File: config.mk
export PLATFORM = sky130hd
export DESIGN_NAME = aes_dec_round_sched
export DESIGN_NICKNAME = d
export VERILOG_FILES = /design/src/rtl/aes_dec_round_sched.sv
export SDC_FILE = /design/constraint.sdc
export NUM_CORES = 1
export LEC_CHECK = 0
export ABC_AREA = 1
export BUFFER_PORTS_ARGS = -buffer_cell sky130_fd_sc_hd__buf_2
export CORE_UTILIZATION = 45
export CTS_CLUSTER_DIAMETER = 150
export DETAILED_ROUTE_END_ITERATION = 8
export GPL_TIMING_DRIVEN = 0
export PLACE_DENSITY = 0.69
export SKIP_CTS_REPAIR_TIMING = 1
export SLEW_MARGIN = 20
export SYNTH_ARGS = -nofsm -noshare
export SYNTH_HDL_FRONTEND = slang
export SYNTH_SLANG_ARGS = --single-unit
File: constraint.sdc
create_clock -name ap_clk -period 1.79 [get_ports ap_clk]
set_input_delay 0.2685 -clock ap_clk [delete_from_list [all_inputs] [get_ports ap_clk]]
set_output_delay 0.2685 -clock ap_clk [all_outputs]
set_load 0.02 [all_outputs]
File: src/rtl/aes_dec_round_sched.sv
// aes_dec_round_sched: sequences ARK/ISR/ISB/IMC sub-blocks through the AES inverse cipher (Nr = 10/12/14).
// Ports:
//   ap_clk, ap_rst_n               clock, asynchronous active-low reset
//   ap_start, nr                   run request and round count (latched in IDLE)
//   ap_done, ap_ready, ap_idle     ap_ctrl_hs status towards the caller
//   err                            latched nr was not 10/12/14
//   ark_start/ark_done, ark_n      AddRoundKey handshake and round index
//   isr_start/isr_done             InvShiftRow handshake
//   isb_start/isb_done             InvByteSub handshake
//   imc_start/imc_done             InvMixColumn handshake
//   statemt_sel                    statemt owner: 0 none, 1 ARK, 2 ISR, 3 ISB, 4 IMC
module aes_dec_round_sched #(
  parameter int RW = 5
) (
  input  logic          ap_clk,
  input  logic          ap_rst_n,
  input  logic          ap_start,
  input  logic [3:0]    nr,
  output logic          ap_done,
  output logic          ap_ready,
  output logic          ap_idle,
  output logic          err,
  output logic          ark_start,
  input  logic          ark_done,
  output logic [RW-1:0] ark_n,
  output logic          isr_start,
  input  logic          isr_done,
  output logic          isb_start,
  input  logic          isb_done,
  output logic          imc_start,
  input  logic          imc_done,
  output logic [2:0]    statemt_sel
);
  typedef enum logic [2:0] {IDLE, ARK0, ISR, ISB, ARK, IMC, DONE} state_t;
  state_t state, state_nx;
  logic [3:0] rnd, nr_q;
  logic legal;
  assign legal = nr == 4'd10 || nr == 4'd12 || nr == 4'd14;
  always_ff @(posedge ap_clk or negedge ap_rst_n)
    if (!ap_rst_n) state <= IDLE;
    else state <= state_nx;
  always_ff @(posedge ap_clk or negedge ap_rst_n)
    if (!ap_rst_n) begin
      rnd  <= '0;
      nr_q <= '0;
      err  <= 1'b0;
    end else begin
      if (state == IDLE && ap_start) begin
        nr_q <= nr;
        err  <= !legal;
      end
      if (state == ARK0 && ark_done) rnd <= nr_q - 4'd1;
      if (state == IMC && imc_done) rnd <= rnd - 4'd1;
    end
  // each state only looks at its own done, so idle sub-blocks holding done high are ignored
  always_comb begin
    state_nx = state;
    case (state)
      IDLE: if (ap_start) state_nx = legal ? ARK0 : DONE;
      ARK0: if (ark_done) state_nx = ISR;
      ISR:  if (isr_done) state_nx = ISB;
      ISB:  if (isb_done) state_nx = ARK;
      ARK:  if (ark_done) state_nx = rnd == 4'd0 ? DONE : IMC;
      IMC:  if (imc_done) state_nx = ISR;
      DONE: state_nx = IDLE;
      default: state_nx = IDLE;
    endcase
  end
  always_comb begin
    ark_start   = state == ARK0 || state == ARK;
    isr_start   = state == ISR;
    isb_start   = state == ISB;
    imc_start   = state == IMC;
    statemt_sel = ark_start ? 3'd1 : isr_start ? 3'd2 : isb_start ? 3'd3 : imc_start ? 3'd4 : 3'd0;
    ark_n       = state == ARK0 ? RW'(nr_q) : state == ARK ? RW'(rnd) : '0;
    ap_done     = state == DONE;
    ap_ready    = state == DONE;
    ap_idle     = state == IDLE && !ap_start;
  end
endmodule

==> results.md <==
- Number of synthesized register bits: 12
- Final Cell Area: 0.001104 mm^2
- FP Rows: 15
- Post-Place Cells: 172
- Endpoint class of the critical path: output pin
- Crit-path max FO: 8
- Clock buffer count from CTS: 3
- Final Util: 0.6125
- Clk sink count: 12
- Ys async rst share: 1.000
- # fillers: 183
- Syn Std Cell Area: 909.6 um^2
- Largest stage delay on the critical path: 340 ps
- Clock root cell: clkbuf_4
- Pre-antenna DRT Iters: 4
- Period utilisation layout: 0.9466
- CTS clk-pin slew, worst paths: 70 ps
- Top Family by Delay on Critical Path: buffers and inverters
- CP max-delay cell: dfrtp_1
- First-pass GRT wire length: 2932 um
- Pwr Density: 1821 mW/mm^2
- ANT nets after route: 0
- Net count after synthesis: 134
- Gr usage total: 0.1928
- RSZ-0062 raised after global routing: no
- CTS Buffer Depth: 2
- Multi-input logic area: 505.5 um^2
- Die Ht: 46.96 um
- Layout area overhead: 21.32%
- Core area: 0.001802 mm^2
- Sequential share of the synthesized area: 0.3301
- Max-Cap Viols: 0
- Max IR drop VDD: 0.0008896 V
- CP Class: reg -> out
- Worst Setup Start Kind: register
- Max Slew Vio Count: 0
- Initial Util: 0.5049
- Routed Wire Length: 1867 um
- Grt ovf: 0
- Final setup TNS: 0 ps
- Final Wtd Congestion: 0.7916
- P_leak: 0.6109 nW
- CTS tree: built
- Crit path time final: 1694 ps
- Ys flop type: dfrtp_1
- Final number of setup-violating endpoints: 0
- Crit path DAT: 1430 ps
- Achievable Freq: 590.2 MHz
- Post-Syn Area per Cell: 7.456 um^2
- Largest net degree at the start of global routing: 13
- Sequential standard cell area: 300.3 um^2
- Post-DP HPWL: 1460 um
- Buf/Inv on CP: 3
- H-tree depth: 1
- Die ar.: 0.002205 mm^2
- DP Worst Slack: 201.0 ps
- Iter 0 DRT Violations: 24
- Max Clock Skew: 1.661 ps
- Mapped Cells: 122
- Placement Cell Area: 0.001066 mm^2
- Worst setup margin: 95.62 ps
- CP cell instances: buf_6 -> inv_2 -> nor2_4 -> nand2_2 -> o22ai_1 -> buf_2
- Min-delay worst type: in -> reg
- Required time of the critical path: 1520 ps
- Detailed-route DRC error count: 0
- Unique cell type count in the Yosys netlist: 26
- Share of layout cells above drive strength 1: 0.3709
- Final Hold Viols: 0
- Post-DR vias/cell: 4.903
- Number of global-route vias before repair: 660
- Die W: 46.96 um
- Non-Filler Instances: 176
- Status: finished clean
- # nets final: 165
- Yosys warns: 0
- Worst skew pair latency: 280 ps
- Port bufs: 25
- EDFF count, synth: 0
- Io pins: 27
- Mean routed wirelength per cell: 10.61 um
- Via count: 863
- N_diodes: 0
- Initial antenna violation count: 0
cells by family after synthesis:
kind of cell             after synthesis  synth area share
AND/OR/NAND/NOR                       68            0.4182
buffers and inverters                 23            0.1197
AO/OA/AOI/OAI                         17            0.1142
flip-flops                            12            0.3301
adder cells (fa/ha/maj)                1           0.01375
other                                  1          0.004123
cells in the final DEF (no fill, tap or decap), types with 2 or more instances in the layout:
cell type,n
a21oi_1,5
buf_2,25
buf_4,2
buf_6,2
clkbuf_4,3
dfrtp_1,12
inv_1,16
inv_2,3
nand2_1,23
nand2_2,8
nand2_4,2
nand3_1,7
nand4_1,5
nor2_1,11
nor2_4,5
nor3_1,2
o21ai_0,3
o21ai_1,4
o22ai_1,3
cells in the mapped netlist, types with 3 or more instances:
library cell | instances | area [um^2]
nand2_1 | 23 | 86.33
inv_1 | 16 | 60.06
dfrtp_1 | 12 | 300.3
nor2_1 | 11 | 41.29
nand2_2 | 8 | 50.05
nand3_1 | 7 | 35.03
a21oi_1 | 5 | 25.02
nand4_1 | 5 | 31.28
nor2_4 | 4 | 45.04
o21ai_0 | 4 | 20.02
inv_2 | 3 | 11.26
o21ai_1 | 3 | 15.01
o22ai_1 | 3 | 18.77
layout make-up:
| class | instances | area share |
|---|---|---|
| plain buffers | 4 | 0.03401 |
| repair buffers | 26 | 0.1224 |
| multi-input cells | 87 | 0.4580 |
| clock buffers | 3 | 0.02041 |
| flip-flops and latches | 12 | 0.2721 |
| inverters | 19 | 0.06463 |
| well taps | 25 | 0.02834 |
per-layer routing:
metal,wire (um),vias up,GRT usage
li1,-,447,-
met1,949,382,0.2762
met2,801,29,0.2833
met3,81,5,0.02308
met4,36,0,0.1029
met5,0,-,0
power breakdown:
| part | total, W | switching, W | internal [W] |
|---|---|---|---|
| Clock | 0.000171 | 0.0000927 | 0.0000781 |
| Combinational | 0.00136 | 0.000891 | 0.000465 |
| Sequential | 0.000483 | 0.0000818 | 0.000401 |
| Total | 0.00201 | 0.00106 | 0.000944 |
path summary, 6_finish.rpt:
kind,start,endpoint,slack [ps],cells after the start
max,state[0],ark_n[1],100,6
min,nr[2],nr_q[2],250,3
max reg2reg,state[1],rnd[2],140,8
min reg2reg,err,err,490,2
max in group asynchronous,ap_rst_n,nr_q[1],1170,2
min in group asynchronous,ap_rst_n,state[2],400,2
tightest hold or removal path, delay by kind of cell:
kind | cells | cell delay (ps)
buffers and inverters | 1 | 90
AO/OA/AOI/OAI | 1 | 100
AND/OR/NAND/NOR | 1 | 40
metrics by stage:
stage / total power [W] / hold slack, ps
3_5_place_dp: 0.001824 / 164.8
3_3_place_gp: 0.001807 / 163.4
6_report: 0.002009 / 252.4
5_1_grt: 0.002203 / 276.3
2_1_floorplan: 0.001516 / -27.09
4_1_cts: 0.001999 / -133.0
flip-flops by register name, summed over array words and instances, names as in the netlist:
name / count
nr_q: 4
rnd: 4
state: 3
err: 1
No activity file was read; power rests on OpenSTA's default activity.
